### src/rtl/scene_sequencer.sv
// rtl/scene_sequencer.sv - frame-paced falling-text / ring-texture scene sequencer
// Config writes are staged mid-frame and committed on the frame_strobe edge.
module scene_sequencer (
  input  logic        clk,
  input  logic        reset,
  input  logic        vsync,
  input  logic        cfg_valid,
  input  logic [1:0]  cfg_addr,
  input  logic [7:0]  cfg_data,
  output logic        cfg_ready,
  output logic        frame_strobe,
  output logic [15:0] frame_cnt,
  output logic [9:0]  text_y,
  output logic        text_en,
  output logic [7:0]  ring_phase,
  output logic [1:0]  scene_state
);

  typedef enum logic [1:0] {
    ST_WAIT    = 2'd0,
    ST_FALL    = 2'd1,
    ST_SWALLOW = 2'd2,
    ST_HALT    = 2'd3
  } state_t;

  localparam logic [9:0] TOP_Y    = 10'd20;
  localparam logic [9:0] BOTTOM_Y = 10'd208;

  state_t      state;
  logic        vsync_q;
  logic [7:0]  stg_wait, stg_step, stg_speed;
  logic [1:0]  stg_ctrl;
  logic [7:0]  act_wait, act_step, act_speed;
  logic [1:0]  act_ctrl;
  logic [7:0]  wait_cnt;
  logic [4:0]  swallow_cnt;
  logic        run_rise;
  logic [7:0]  step_eff;
  logic [9:0]  fall_sum;
  logic        act_run, act_loop;

  assign cfg_ready   = ~frame_strobe;
  assign scene_state = state;
  assign act_run     = act_ctrl[0];
  assign act_loop    = act_ctrl[1];

  always_comb begin
    step_eff = (act_step == 8'd0) ? 8'd1 : act_step;
    fall_sum = text_y + {2'b00, step_eff};
  end

  always_ff @(posedge clk) begin
    if (reset) begin
      state        <= ST_WAIT;
      vsync_q      <= 1'b1;
      frame_strobe <= 1'b0;
      frame_cnt    <= 16'd0;
      text_y       <= TOP_Y;
      text_en      <= 1'b1;
      ring_phase   <= 8'd0;
      wait_cnt     <= 8'd0;
      swallow_cnt  <= 5'd0;
      run_rise     <= 1'b0;
      stg_wait     <= 8'd60;
      stg_step     <= 8'd1;
      stg_speed    <= 8'd1;
      stg_ctrl     <= 2'b11;
      act_wait     <= 8'd60;
      act_step     <= 8'd1;
      act_speed    <= 8'd1;
      act_ctrl     <= 2'b11;
    end else begin
      vsync_q      <= vsync;
      frame_strobe <= vsync & ~vsync_q;

      if (cfg_valid && cfg_ready) begin
        case (cfg_addr)
          2'd0:    stg_wait  <= cfg_data;
          2'd1:    stg_step  <= cfg_data;
          2'd2:    stg_speed <= cfg_data;
          default: stg_ctrl  <= cfg_data[1:0];
        endcase
      end

      // Scene update uses the pre-commit active config; staging lands in the same edge.
      if (frame_strobe) begin
        frame_cnt <= frame_cnt + 16'd1;
        act_wait  <= stg_wait;
        act_step  <= stg_step;
        act_speed <= stg_speed;
        act_ctrl  <= stg_ctrl;
        run_rise  <= stg_ctrl[0] & ~act_ctrl[0];

        case (state)
          ST_WAIT: begin
            ring_phase <= ring_phase + act_speed;
            if (!act_run) begin
              state   <= ST_HALT;
              text_y  <= TOP_Y;
              text_en <= 1'b0;
            end else if (wait_cnt == act_wait) begin
              state <= ST_FALL;
            end else begin
              wait_cnt <= wait_cnt + 8'd1;
            end
          end
          ST_FALL: begin
            ring_phase <= ring_phase + act_speed;
            if (!act_run) begin
              state   <= ST_HALT;
              text_y  <= TOP_Y;
              text_en <= 1'b0;
            end else if (fall_sum >= BOTTOM_Y) begin
              state       <= ST_SWALLOW;
              text_y      <= BOTTOM_Y;
              text_en     <= 1'b0;
              swallow_cnt <= 5'd0;
            end else begin
              text_y <= fall_sum;
            end
          end
          ST_SWALLOW: begin
            ring_phase <= ring_phase + {act_speed[6:0], 1'b0};
            if (!act_run || (swallow_cnt == 5'd31 && !act_loop)) begin
              state   <= ST_HALT;
              text_y  <= TOP_Y;
              text_en <= 1'b0;
            end else if (swallow_cnt == 5'd31) begin
              state    <= ST_WAIT;
              text_y   <= TOP_Y;
              text_en  <= 1'b1;
              wait_cnt <= 8'd0;
            end else begin
              swallow_cnt <= swallow_cnt + 5'd1;
            end
          end
          default: begin
            if (act_run && (act_loop || run_rise)) begin
              state    <= ST_WAIT;
              text_y   <= TOP_Y;
              text_en  <= 1'b1;
              wait_cnt <= 8'd0;
            end
          end
        endcase
      end
    end
  end

endmodule
### config.mk
export PLATFORM = sky130hd
export DESIGN_NAME = scene_sequencer
export DESIGN_NICKNAME = d
export VERILOG_FILES = /design/src/rtl/scene_sequencer.sv
export SDC_FILE = /design/constraint.sdc
export NUM_CORES = 1
export LEC_CHECK = 0
export CORE_MARGIN = 3
export CORE_UTILIZATION = 59
export CTS_BUF_LIST = sky130_fd_sc_hd__clkbuf_4 sky130_fd_sc_hd__clkbuf_8
export DETAILED_ROUTE_END_ITERATION = 12
export MAX_ROUTING_LAYER = met4
export PLACE_DENSITY = 0.9
export SYNTH_ARGS = -nofsm -noshare
export SYNTH_HDL_FRONTEND = slang
export SYNTH_SLANG_ARGS = --single-unit
### constraint.sdc
create_clock -name clk -period 3.9 [get_ports clk]
set_input_delay 1.17 -clock clk [delete_from_list [all_inputs] [get_ports clk]]
set_output_delay 1.17 -clock clk [all_outputs]
set_load 0.01 [all_outputs]
==> run metrics, run 1 <==
Pint=approximately 0.0015 W; delay of the slowest critical-path stage=~0.44 ns; FMAX=about 320 MHz; capturing point of the worst reg2reg path=text_y[5]; number of synthesized register bits=between 100 and 150; clk_skew=0.0130 ns; CTS Sinks=105; Setup crit start kind=flip-flop; Syn Nets=~640; CP Max Fanout=9; number of CTS-inserted buffers=9; final WL=approximately 12000 um; Unique masters post-synth=65; root buf cell=clkbuf_8; worst-margin pin slew=between 0.8 and 0.9 ns; latest clock arrival within the worst-skew pair=0.37 ns; Final Max Tran Viols=0; Hold Path Depth=1; Post-synth EDFFs=0; Req. time, crit path=roughly 4.2 ns; P_sw=slightly above 0.0005 W; Worst R2R Start=act_step[1]; cells resized by post-CTS repair=0; Setup Viol. Count Final=0; Post-Syn Area=about 5300 um^2; worst setup path class=reg -> reg; Max Buffers Root-to-Sink=2; VDD IR max=0.307 mV; count of input and output buffers=52; initial antenna violation count=0; Max transition margin=46.2%; pwr/cell area=328 nW/um^2; Place WS=~0.9 ns; setup TNS=0 ns; Hold Crit Start=vsync_q; Avg Cell Area, Syn=between 8 and 9 um^2; DRT iter0 DRCs=roughly 220; combinational power share=under 10%; Synth Instances=between 500 and 600; drt wl/cell=16.2 um; final worst setup slack=slightly above 0.8 ns; RSZ-0062 raised after global routing=false; Via-to-Cell Ratio=just under 6; antenna viol nets, final=0; min cycle time layout=approximately 3.1 ns; GP Congestion=between 0.9 and 1; Crit path depth=11; Core Util, Final=69.6%; Die ar.=10200 um^2; sequential share of the synthesized area=around two fifths; CP top delay family=compound AO/OA/AOI/OAI gates; Post-DP HPWL=~8800 um; crit path capture type=flip-flop; top-area cell type share of the netlist area=roughly two fifths; sw frac=between 20% and 30%; Clock power frac=about a third; Post-synth top flop=dfxtp_1; Max-Cap Viols=0; row cnt=34; die height=101 um; reg2reg path depth=11; Worst R2R Setup Slack=~0.8 ns; post-CTS setup buffer count=0; worst hold path endpoint=frame_strobe; vias in the first global route=~4200; DRC viols=0; Seq pwr share=56.4%; Total GRT Usage=approximately a quarter; Pre-antenna DRT Iters=4; GR Overflow Total=0; slowest CP cell=dfxtp_1; Starting Density=about three fifths; first-pass GRT wire length=a little under 20000 um; critical path, cell by cell=nor3_1 -> a21o_1 -> ha_1 -> fa_1 -> a211oi_2 -> nor3b_4 -> o22ai_2 -> nor3b_1 -> nor3_2 -> nor2_2 -> a32o_1; CTS clk-pin slew, worst paths=between 0.1 and 0.15 ns; Vias=~4500; HP Class=reg -> reg; share of layout cells above drive strength 1=~6.1%; # nets final=675; diodes inserted=0; Area Growth Syn to Fin=14.3%; final period utilization=between 70% and 80%; largest net degree at the start of global routing=42; ranking of synthesized cells by area=dfxtp_1 39%, mux2i_1 8.8%, ha_1 5.9%, nor2_1 5.8%, xor2_1 4.4%; Die Wd=about 100 um; largest area contributor in the netlist=dfxtp_1; Async S/R FF share, synth=0%; final hold violations=0; hold buffers post-CTS=0; status=finished, final reports clean; H-Tree Depth=3; num ports=53; buffer and inverter count on the worst path=0; Pleak=between 2 and 2.5 nW; core box area=just under 9000 um^2; # fillers=a little over 600; CTS tree=done; crit path DAT=between 3 and 4 ns; Synth Warn #=0
routing by layer:
| metal | share of wire [%] | vias up | track usage, % |
|---|---|---|---|
| met4 | 2.2 | 0 | 7.98 |
| met3 | 6.1 | 28 | 4.29 |
| li1 | - | 2168 | - |
| met5 | 0 | - | - |
| met2 | 48 | 167 | 38.8 |
| met1 | 44 | 2089 | 31.9 |
placed cells by master (no fill, tap or decap), types with 5 or more instances in the layout:
cell,n
a211oi_1,9
a21o_1,10
a21oi_1,30
and3_1,7
clkbuf_8,9
clkdlybuf4s50_1,51
dfxtp_1,104
ha_1,25
inv_1,14
mux2i_1,47
nand2_1,58
nand3_1,13
nand4_1,13
nor2_1,83
nor2b_1,5
nor3_1,11
o21ai_0,11
or3_1,5
xnor2_1,16
xor2_1,27
power by group through the flow:
| stage | combinational, W | sequential [W] | clock, W |
|---|---|---|---|
| after floorplan | 0.000116 | 0.00114 | 0 |
| after global placement | 0.000160 | 0.00115 | 0 |
| after detailed placement | 0.000169 | 0.00115 | 0 |
| after CTS | 0.000169 | 0.00113 | 0.000716 |
| after global routing | 0.000186 | 0.00113 | 0.000757 |
| final | 0.000170 | 0.00113 | 0.000703 |
state kept, by name, summed over array words and instances, names as in the netlist, 2 cells and up:
name / cells
act_ctrl: 2
act_speed: 8
act_step: 8
act_wait: 8
frame_cnt: 16
ring_phase: 8
scene_state: 2
stg_ctrl: 2
stg_speed: 8
stg_step: 8
stg_wait: 8
swallow_cnt: 5
text_y: 10
wait_cnt: 8
cell families after synthesis:
family | Yosys count | synth area share [%]
AO/OA/AOI/OAI | 104 | 14.3
XOR/XNOR | 43 | 7.06
adder cells (fa/ha/maj) | 28 | 6.99
buffers and inverters | 47 | 3.61
flip-flops | 105 | 39.4
multiplexers | 47 | 8.82
AND/OR/NAND/NOR | 223 | 19.8
synthesized netlist by cell type (3+ instances only):
cell type  instances
nor2b_1            5
xnor2_1           16
fa_1               3
nor2_1            83
ha_1              25
o21ai_1            3
a32o_1             4
inv_1             14
nor4_1             4
o32ai_1            4
o21a_1             4
clkbuf_1          19
a21o_1            10
nand4_1           13
nand3_1           13
dfxtp_1          105
buf_2              4
xor2_1            27
nand2b_1           4
nor3_1            11
o21ai_0           11
a211oi_1           9
and2_1             4
a21oi_1           30
nor3b_1            3
nand2_1           58
buf_1              5
or3_1              5
a22oi_1            3
mux2i_1           47
buf_4              3
and3_1             7
metrics by stage:
step	instance area (um^2)	hold WS [ns]	std cells	total power (W)
CTS	6100	0.410	746	0.00201
global placement	5890	0.374	730	0.00131
finish	6100	0.402	746	0.00200
floorplan	5340	0.373	597	0.00126
detailed placement	5890	0.398	730	0.00132
global route	6100	0.423	746	0.00208
worst max path at each step:
stage | slack [ns] | startpoint | to
global route | 0.60 | act_step[1] | scene_state[1]
finish | 0.80 | act_step[1] | text_y[5]
global placement | 1.04 | act_step[1] | text_en
detailed placement | 0.90 | act_step[1] | swallow_cnt[1]
CTS | 0.85 | act_step[1] | swallow_cnt[1]
floorplan | 1.17 | act_step[1] | text_en
final cells by class:
type	count	area [um^2]	share of cell area, %
inverters	16	60.1	0.985
clock inverters	7	87.6	1.44
multi-input cells	445	3040	49.9
flip-flops and latches	105	2100	34.5
clock buffers	9	124	2.03
repair buffers	56	546	8.95
well taps	108	135	2.22
No activity file was read; power rests on OpenSTA's default activity.
==> inputs of run 2 (changes only) <==
==> constraint.sdc (replaced) <==
create_clock -name clk -period 3 [get_ports clk]
set_input_delay 0.9 -clock clk [delete_from_list [all_inputs] [get_ports clk]]
set_output_delay 0.9 -clock clk [all_outputs]
set_load 0.01 [all_outputs]
==> run metrics, run 2 (same netlist as run 1, synthesis figures left out) <==
status=finished, final reports clean; row cnt=34; Starting Density=60.9%; Pre-antenna DRT Iters=5; FMAX=between 300 and 400 MHz; Vias=approximately 4600; # nets final=681; Total GRT Usage=about a quarter; largest net degree at the start of global routing=42; most frequent cells in the layout=98 x dfxtp_1, 83 x nor2_1, 58 x nand2_1; first-pass GRT wire length=between 20000 and 25000 um; min cycle time layout=roughly 2.9 ns; GR Overflow Total=0; VDD IR max=approximately 0.27 mV; max reg flops=16; Area Growth Syn to Fin=16.7%; core box area=just under 9000 um^2; Post-DP HPWL=8940 um; root buf cell=clkbuf_8; most common cell after layout, fill and taps aside=dfxtp_1; hold buffers post-CTS=0; Die Wd=101 um; worst setup path class=reg -> reg; share of layout cells above drive strength 1=8.85%; Setup crit start kind=flip-flop; total chip power=~0.0027 W; Placed Cells=roughly 730; hold_ws=~0.40 ns; CP Max Fanout=5; crit path DAT=approximately 3.2 ns; Pleak=2.35 nW; final worst setup slack=0.113 ns; H-Tree Depth=3; Cell Count, Final, Fillers Out=around 750; count of input and output buffers=52; drt wl/cell=between 15 and 20 um; Req. time, crit path=about 3.3 ns; die height=between 100 and 150 um; DRT iter0 DRCs=approximately 230; clk_skew=between 0.01 and 0.015 ns; initial antenna violation count=0; vias in the first global route=around 4500; Setup Viol. Count Final=0; crit path capture type=flip-flop; worst-margin pin slew=0.607 ns; number of CTS-inserted buffers=9; Max transition margin=between 50% and 60%; GP Congestion=around 0.93; CTS Sinks=~110; Max-Cap Viols=0; Regs by FF count=frame_cnt x16, text_y x10; DRC viols=0; latest clock arrival within the worst-skew pair=roughly 0.38 ns; Place WS=-0.00189 ns; Die ar.=roughly 10000 um^2; Final Max Tran Viols=0; final hold violations=0; setup TNS=0 ns; CTS clk-pin slew, worst paths=0.11 ns; HP Class=reg -> reg; Max Buffers Root-to-Sink=2; diodes inserted=0; Via-to-Cell Ratio=about 6.1; final period utilization=a little over nine tenths; CTS tree=done; Top reg by flops=frame_cnt; pwr/cell area=roughly 430 nW/um^2; antenna viol nets, final=0; num ports=53; final WL=about 13000 um
[run 2: cell types whose count changed in the layout (fill, tap and decap cells not counted), sizes merged]
cell      delta
buf          +5
clkinvlp     -1
inv          +1
nor2         +1
[run 2: worst paths after layout]
check / startpoint / to / slack (ns) / depth (start not counted)
setup / recovery: act_step[7] / swallow_cnt[0] / 0.11 / 11
hold / removal: vsync_q / frame_strobe / 0.40 / 1
setup reg to reg: act_step[7] / swallow_cnt[0] / 0.11 / 11
hold reg to reg: vsync_q / frame_strobe / 0.40 / 1
[run 2: repair_timing]
action,in CTS,in global routing
cloned,0,1
gates resized for setup,3,19
endpoints found under the setup margin,14,14
pin swaps,1,7
buffers inserted,0,1
[run 2: through the flow]
step / area [um^2] / util [%]
after floorplan: 5340 / -
after global placement: 5920 / 67.5
after detailed placement: 5920 / 67.5
after CTS: 6150 / 70.2
after global routing: 6230 / 71.1
final: 6230 / 71.1
[run 2: where the power goes]
group	internal (W)	switching, W
logic	0.000104	0.000125
clock network	0.000411	0.000546
registers	0.00142	0.0000416
total	0.00194	0.000713
[run 2: metal layers]
metal | track usage, % | vias to the layer above | wire length [um]
met2 | 41.5 | 165 | 6440
li1 | - | 2179 | -
met5 | - | - | 0
met3 | 5.40 | 47 | 742
met1 | 32.9 | 2199 | 5450
met4 | 10.1 | 0 | 467
[run 2: final cells by class]
class / count / area [um^2]
well taps: 108 / 135
flip-flops and latches: 105 / 2120
fillers: 617 / 2530
multi-input cells: 446 / 3120
clock buffers: 9 / 124
clock inverters: 7 / 95.1
repair buffers: 61 / 583
inverters: 16 / 60.1
[run 2: worst max-delay path, stage by stage (launching register included)]
cell       delay [ns]
dfxtp_4          0.37
nor4_4           0.27
a21o_1           0.15
ha_2             0.19
fa_2             0.25
a211oi_4         0.09
nor3b_4          0.37
o22ai_4          0.16
a2111oi_4        0.37
nor3_4           0.13
and2_4           0.18
o32ai_1          0.27
